File: src/rtl/turf_bank_pkg.sv
// turf_bank_pkg: shared types and widths for the TURF bank read-port arbiter.
// Holds the arbiter FSM encoding and bank address/data widths.
package turf_bank_pkg;

    localparam int ADDR_W = 6;
    localparam int DATA_W = 32;

    typedef enum logic [1:0] {
        S_IDLE  = 2'd0,
        S_ISSUE = 2'd1,
        S_WAIT  = 2'd2,
        S_ACK   = 2'd3
    } state_t;

endpackage

File: src/rtl/turf_bank_if.sv
// turf_bank_if: bank read-port signals shared by the TURFIO bus,
// the internal requesters and the bank mux.
interface turf_bank_if #(
    parameter int NREQ = 2
);
    import turf_bank_pkg::*;

    logic                     bus_req_i;
    logic [ADDR_W-1:0]        bus_addr_i;
    logic [ADDR_W-1:0]        mem_addr_o;
    logic [DATA_W-1:0]        mem_dat_i;
    logic [DATA_W-1:0]        bus_dat_o;
    logic [NREQ-1:0]          int_req_i;
    logic [ADDR_W*NREQ-1:0]   int_addr_i;
    logic [NREQ-1:0]          int_ack_o;
    logic [DATA_W-1:0]        int_dat_o;
    logic                     busy_o;

    modport slave (
        input  bus_req_i, bus_addr_i, mem_dat_i, int_req_i, int_addr_i,
        output mem_addr_o, bus_dat_o, int_ack_o, int_dat_o, busy_o
    );

    modport master (
        output bus_req_i, bus_addr_i, mem_dat_i, int_req_i, int_addr_i,
        input  mem_addr_o, bus_dat_o, int_ack_o, int_dat_o, busy_o
    );

endinterface

File: src/rtl/turf_rr_select.sv
// turf_rr_select: combinational round-robin picker, returns the first
// asserted request at or after ptr (wrapping) plus a valid flag.
module turf_rr_select #(
    parameter int  NREQ = 2,
    localparam int IW   = (NREQ > 1) ? $clog2(NREQ) : 1
) (
    input  logic [NREQ-1:0] req,
    input  logic [IW-1:0]   ptr,
    output logic [IW-1:0]   idx,
    output logic            valid
);

    // Scan farthest offset first so the nearest request wins last.
    always_comb begin
        int j;
        j     = 0;
        idx   = '0;
        valid = 1'b0;
        for (int i = NREQ - 1; i >= 0; i--) begin
            j = int'(ptr) + i;
            if (j >= NREQ) j = j - NREQ;
            if (req[j]) begin
                valid = 1'b1;
                idx   = IW'(j);
            end
        end
    end

endmodule

File: src/rtl/turf_bank_arbiter.sv
// turf_bank_arbiter: shares the bank read port between the TURFIO bus
// (absolute priority) and NREQ round-robin internal requesters.
// Optional stall statistics when TURF_BANK_ARB_STATS_EN is defined.
module turf_bank_arbiter
    import turf_bank_pkg::*;
#(
    parameter int  NREQ     = 2,
    parameter int  RD_LAT   = 1,
    parameter int  BUS_HOLD = 4,
    localparam int IW       = (NREQ > 1) ? $clog2(NREQ) : 1,
    localparam int HW       = (BUS_HOLD > 1) ? $clog2(BUS_HOLD + 1) : 1
) (
    input  logic        clk_i,
    input  logic        rst_i,
`ifdef TURF_BANK_ARB_STATS_EN
    input  logic        stats_clr_i,
    output logic [15:0] stall_cnt_o,
`endif
    turf_bank_if.slave  bus
);

    state_t            state, state_nxt;
    logic [IW-1:0]     grant, ptr, sel_idx;
    logic              sel_valid;
    logic [ADDR_W-1:0] addr_q, bus_addr_q, mem_addr;
    logic [HW-1:0]     hold;
    logic [1:0]        lat;
    logic              stall, issue, capture;
    logic [NREQ-1:0]   ack;

    turf_rr_select #(.NREQ(NREQ)) u_sel (
        .req   (bus.int_req_i),
        .ptr   (ptr),
        .idx   (sel_idx),
        .valid (sel_valid)
    );

    assign stall   = bus.bus_req_i || (hold != '0);
    assign issue   = (state == S_ISSUE) && !stall;
    assign capture = (issue && (RD_LAT == 0)) ||
                     ((state == S_WAIT) && (lat == 2'd1));

    // Next-state decode for the internal transaction FSM.
    always_comb begin
        state_nxt = state;
        unique case (state)
            S_IDLE:  if (sel_valid) state_nxt = S_ISSUE;
            S_ISSUE: if (!stall)
                         state_nxt = (RD_LAT == 0) ? S_ACK : S_WAIT;
            S_WAIT:  if (lat == 2'd1) state_nxt = S_ACK;
            S_ACK:   state_nxt = S_IDLE;
            default: state_nxt = S_IDLE;
        endcase
    end

    // State, grant, pointer, latency and captured data registers.
    always_ff @(posedge clk_i) begin
        if (rst_i) begin
            state         <= S_IDLE;
            grant         <= '0;
            ptr           <= '0;
            addr_q        <= '0;
            lat           <= '0;
            bus.int_dat_o <= '0;
        end else begin
            state <= state_nxt;
            if (state == S_IDLE && sel_valid) begin
                grant  <= sel_idx;
                addr_q <= bus.int_addr_i[int'(sel_idx)*ADDR_W +: ADDR_W];
            end
            if (issue) lat <= 2'(RD_LAT);
            else if (state == S_WAIT) lat <= lat - 2'd1;
            if (capture) bus.int_dat_o <= bus.mem_dat_i;
            if (state == S_ACK)
                ptr <= (grant == IW'(NREQ - 1)) ? '0 : grant + 1'b1;
        end
    end

    // Bus reservation window: every bus pulse reloads address and count.
    always_ff @(posedge clk_i) begin
        if (rst_i) begin
            hold       <= '0;
            bus_addr_q <= '0;
        end else if (bus.bus_req_i) begin
            hold       <= HW'(BUS_HOLD - 1);
            bus_addr_q <= bus.bus_addr_i;
        end else if (hold != '0) begin
            hold <= hold - 1'b1;
        end
    end

    // Port mux: live bus pulse, then held bus address, then internal issue.
    always_comb begin
        mem_addr = '0;
        if (bus.bus_req_i)  mem_addr = bus.bus_addr_i;
        else if (hold != '0) mem_addr = bus_addr_q;
        else if (issue)     mem_addr = addr_q;
    end

    // One-hot ack for the granted requester while in ACK.
    always_comb begin
        ack = '0;
        if (state == S_ACK) ack[grant] = 1'b1;
    end

    assign bus.mem_addr_o = mem_addr;
    assign bus.bus_dat_o  = bus.mem_dat_i;
    assign bus.int_ack_o  = ack;
    assign bus.busy_o     = (state != S_IDLE);

`ifdef TURF_BANK_ARB_STATS_EN
    // Saturating count of stalled ISSUE cycles; clear beats increment.
    always_ff @(posedge clk_i) begin
        if (rst_i || stats_clr_i)
            stall_cnt_o <= '0;
        else if (state == S_ISSUE && stall && stall_cnt_o != 16'hFFFF)
            stall_cnt_o <= stall_cnt_o + 16'd1;
    end
`endif

endmodule

File: src/flat_wrapper.sv
// flat-port wrapper written by rule: the top's interface ports become plain ports
module turf_bank_arbiter_flat import turf_bank_pkg::*;
#(
    parameter int  NREQ     = 2,
    parameter int  RD_LAT   = 1,
    parameter int  BUS_HOLD = 4,
    localparam int IW       = (NREQ > 1) ? $clog2(NREQ) : 1,
    localparam int HW       = (BUS_HOLD > 1) ? $clog2(BUS_HOLD + 1) : 1
)
  (clk_i, rst_i, bus_bus_req_i, bus_bus_addr_i, bus_mem_dat_i, bus_int_req_i, bus_int_addr_i, bus_mem_addr_o, bus_bus_dat_o, bus_int_ack_o, bus_int_dat_o, bus_busy_o);
  turf_bank_if #(.NREQ(NREQ)) bus_i ();
  input  logic clk_i;
  input  logic rst_i;
  input wire logic [$bits(bus_i.bus_req_i)-1:0] bus_bus_req_i;
  input wire logic [$bits(bus_i.bus_addr_i)-1:0] bus_bus_addr_i;
  input wire logic [$bits(bus_i.mem_dat_i)-1:0] bus_mem_dat_i;
  input wire logic [$bits(bus_i.int_req_i)-1:0] bus_int_req_i;
  input wire logic [$bits(bus_i.int_addr_i)-1:0] bus_int_addr_i;
  output wire logic [$bits(bus_i.mem_addr_o)-1:0] bus_mem_addr_o;
  output wire logic [$bits(bus_i.bus_dat_o)-1:0] bus_bus_dat_o;
  output wire logic [$bits(bus_i.int_ack_o)-1:0] bus_int_ack_o;
  output wire logic [$bits(bus_i.int_dat_o)-1:0] bus_int_dat_o;
  output wire logic [$bits(bus_i.busy_o)-1:0] bus_busy_o;
  assign bus_i.bus_req_i = bus_bus_req_i;
  assign bus_i.bus_addr_i = bus_bus_addr_i;
  assign bus_i.mem_dat_i = bus_mem_dat_i;
  assign bus_i.int_req_i = bus_int_req_i;
  assign bus_i.int_addr_i = bus_int_addr_i;
  assign bus_mem_addr_o = bus_i.mem_addr_o;
  assign bus_bus_dat_o = bus_i.bus_dat_o;
  assign bus_int_ack_o = bus_i.int_ack_o;
  assign bus_int_dat_o = bus_i.int_dat_o;
  assign bus_busy_o = bus_i.busy_o;
  turf_bank_arbiter #(.NREQ(NREQ), .RD_LAT(RD_LAT), .BUS_HOLD(BUS_HOLD)) u_core (.clk_i(clk_i), .rst_i(rst_i), .bus(bus_i));
endmodule
File: config.mk
export PLATFORM = sky130hd
export DESIGN_NAME = turf_bank_arbiter_flat
export DESIGN_NICKNAME = d
export VERILOG_FILES = /design/src/rtl/turf_bank_pkg.sv /design/src/rtl/turf_bank_if.sv /design/src/rtl/turf_rr_select.sv /design/src/rtl/turf_bank_arbiter.sv /design/src/flat_wrapper.sv
export SDC_FILE = /design/constraint.sdc
export NUM_CORES = 1
export LEC_CHECK = 0
export ABC_AREA = 1
export ABC_CLOCK_PERIOD_IN_PS = 1620
export CAP_MARGIN = 20
export CELL_PAD_IN_SITES_DETAIL_PLACEMENT = 1
export CELL_PAD_IN_SITES_GLOBAL_PLACEMENT = 2
export CORE_UTILIZATION = 20
export DETAILED_ROUTE_END_ITERATION = 6
export PLACE_DENSITY = 0.87
export SETUP_SLACK_MARGIN = 0.4
export SYNTH_ARGS = -nofsm -noshare
export SYNTH_HDL_FRONTEND = slang
export SYNTH_HIERARCHICAL = 1
export SYNTH_SLANG_ARGS = --single-unit
File: constraint.sdc
create_clock -name clk_i -period 1.62 [get_ports clk_i]
set_input_delay 0.324 -clock clk_i [delete_from_list [all_inputs] [get_ports clk_i]]
set_output_delay 0.324 -clock clk_i [all_outputs]
set_load 0.02 [all_outputs]
==> flow_summary.yaml <==
outcome:
  outcome: "finished with violations"
  violations: "setup timing"
drt:
  viasPerCell: 4.23
  vias: 2613
  postRouteAntennaNets: 0
  drt_iter0_drc: 75
  drc: 0
  finalWirelength_microns: 8440
  drt_pass1_iterations: 4
  wl_per_cell_microns: 13.7
logic_synthesis:
  synth_edf_count: 0
  synthArstFlopShare: 0
  syn_nets: 386
  syn_inst: 324
  syn_area_sq_mm: 0.00245
  ys_top_cells_by_area: "dfxtp_1 (43%), nor2_1 (11%), buf_4 (10%)"
  synth.most_common_cell: "nor2_1"
  ys_seq_area_frac: 0.432
  synth_cell_type_count: 23
  synth_commonest_cells: "nor2_1 (72), dfxtp_1 (53), nand2_1 (41), o21ai_0 (35), buf_4 (33)"
  synth-seq-cells: 53
  synth_top_cell_by_area: "dfxtp_1"
  avgSynthCellArea_sq_um: 7.57
  ys_warn_count: 6
  ys_dominant_reg_cell: "dfxtp_1"
  synth_top_area_share: 0.432
pwr:
  p_sw_mw: 1.82
  switching_share: 0.354
  p_clk_frac: 0.236
  p_leak_nw: 2.05
  powerDensity_mw_per_mm2: 1130
  ir_drop_mv: 0.499
  internal_power_mw: 3.32
  seqPwrFrac: 0.324
  power_frac_comb: 0.440
clock_network:
  cts_num_sinks: 53
  cts.path.max_buffers: 2
  htreeDepth: 2
  cts_tree: "done"
  cts_root_buf: "clkbuf_16"
  clock_latency_ns: 0.29
  cts_hold_buffers: 0
  clk_pin_slew_ns: 0.07
  cts_buffers: 5
worst_setup_path:
  crit_start: "u_core/hold[0]"
  cp_cell_sequence: "inv_2 -> ha_4 -> nand3_4 -> nor2_4 -> nand2_1 -> o211ai_1 -> buf_4"
  crit_family: "flip-flops"
  crit_slowest_cell: "dfxtp_2"
  worstReg2RegStart: "u_core/state[0]"
  worstPathArrival_ns: 1.45
  endpoint: "bus_mem_addr_o[3]"
  crit_buf_inv: 2
  cp.depth: 7
  slowest_delay_ns: 0.33
  startpoint_type: "flip-flop"
  critPathMaxFanout: 7
  rr_worst_depth: 9
  cp-end-kind: "primary output"
  worst-endpoint-required_ns: 1.30
  r2r-end: "u_core/bus.int_dat_o[14]"
  critPathKind: "reg -> out"
  r2r_slack_ns: 0.19
timing:
  rsz0062_at_grt: "true"
  setup_tns_ns: -0.808
  maxSlewViolCount: 0
  fmax_mhz: 563
  hold_viol: 0
  slew-limit-headroom: 0.795
  fin_skew_ns: 0.00778
  tightestPinTransition_ns: 0.307
  setup_viol: 6
  fin_crit_ns: 1.78
  fin_ws_ns: -0.157
  fin_crit_sh: 1.10
place:
  placed_cells: 593
  dp_hpwl_microns: 5650
  placed_cell_area_sq_mm: 0.00392
  gp_congestion: 0.730
  io_buffers: 127
die:
  core_area_sq_mm: 0.0120
  die_h_microns: 113
  rows: 40
  floorplan.initialDensity: 0.205
  io_pins: 128
  die_w_microns: 113
  dieArea_sq_mm: 0.0127
layout:
  stdcell_count: 618
  area_growth_pct: 85.0
  antennaDiodeCount: 0
  fin_util: 0.379
  final.fill_count: 1389
  drive_above_1_share: 0.461
  fin_area_sq_mm: 0.00454
  finalNetCount: 532
global_routing:
  track_usage: 0.130
  grt_antenna_before_repair: 0
  gr-total-overflow: 0
  grt_pass1_vias: 2764
  grt_max_degree: 43
  grt_pass1_wl_microns: 13200
hold_path:
  hp-start: "bus_mem_dat_i[26]"
  min_path_type: "in -> reg"
flow_run:
  cap_violations: 0
## metal layers
layer	up-vias	wire length (microns)	global-route usage
met5	-	0	0
met4	0	38	0.0240
met3	4	446	0.0241
met2	87	4480	0.260
met1	1220	3480	0.141
li1	1302	-	-
## worst min-delay path: cells and delay by family
kind            cells  cell delay (ns)
simple gates        1             0.06
buf+inv             1             0.25
compound gates      1             0.07
## logic make-up after synthesis
kind of cell               count (synthesis)  synth area share
and+or+nand+nor                          129             0.215
DFF                                       53             0.432
buffers and inverters                     73             0.175
xor gates and xnor gates                   2           0.00714
adders and majority gates                  7            0.0357
AOI/OAI and AO/OA                         60             0.135
## per-stage QoR
step / hold WS [ns] / worst slack [ns] / power (mW)
after global routing: 0.474 / -0.239 / 5.45
after CTS: 0.453 / -0.178 / 5.02
final: 0.452 / -0.157 / 5.14
after detailed placement: 0.467 / -0.749 / 3.39
after global placement: 0.465 / -0.721 / 3.33
after floorplan: 0.401 / 0.264 / 2.63
## final cells by class
cell class	count	area, sq um	area share
multi-input combinational	198	1290	0.285
timing repair inverter	1	7.51	0.00165
sequential	53	1070	0.235
clock inverter	2	38.8	0.00854
tap	147	184	0.0405
clock buffer	6	129	0.0284
inverter	28	140	0.0309
timing repair buffer	183	1680	0.370
## power groups by stage
stage | Clock (mW) | Sequential [mW] | Combinational (mW)
final | 1.21 | 1.67 | 2.26
after global routing | 1.31 | 1.70 | 2.45
after CTS | 1.26 | 1.66 | 2.10
after detailed placement | 0 | 1.67 | 1.71
after global placement | 0 | 1.67 | 1.66
after floorplan | 0 | 1.77 | 0.862
## layout by cell type (no fill, tap or decap), types with 3 or more instances in the layout
cell,netlist,final
a21oi_1,13,11
clkbuf_16,0,5
nor2_4,1,3
dlygate4sd2_1,0,33
buf_2,1,31
nor2_2,1,6
inv_2,2,7
dfxtp_2,0,4
buf_12,0,4
ha_4,0,6
inv_1,26,16
buf_4,33,43
buf_16,0,3
nor2_1,72,65
clkdlybuf4s50_1,0,21
o21ai_2,0,32
nand2_1,41,36
o211ai_1,12,12
nand3_1,9,7
buf_6,4,47
dfxtp_1,53,49
## timing repair
action,CTS,global route
setup endpoints to repair,118,71
pin swaps,13,14
resized for setup,499,44
buffers inserted,5,8
cloned,4,0
## state kept, by name, indices dropped and copies added, names as in the netlist
register,count
u_core/addr_q,6
u_core/bus.int_dat_o,32
u_core/bus_addr_q,6
u_core/grant,1
u_core/hold,3
u_core/lat,2
u_core/ptr,1
u_core/state,2
## worst min path at each step
stage          depth (start not counted)                        to
3_3_place_gp                           2   u_core/bus.int_dat_o[5]
2_1_floorplan                          1            u_core/hold[2]
6_report                               3  u_core/bus.int_dat_o[26]
3_5_place_dp                           2      u_core/bus_addr_q[0]
5_1_grt                                3   u_core/bus.int_dat_o[2]
4_1_cts                                3  u_core/bus.int_dat_o[26]
(Power assumes the default switching activity.)
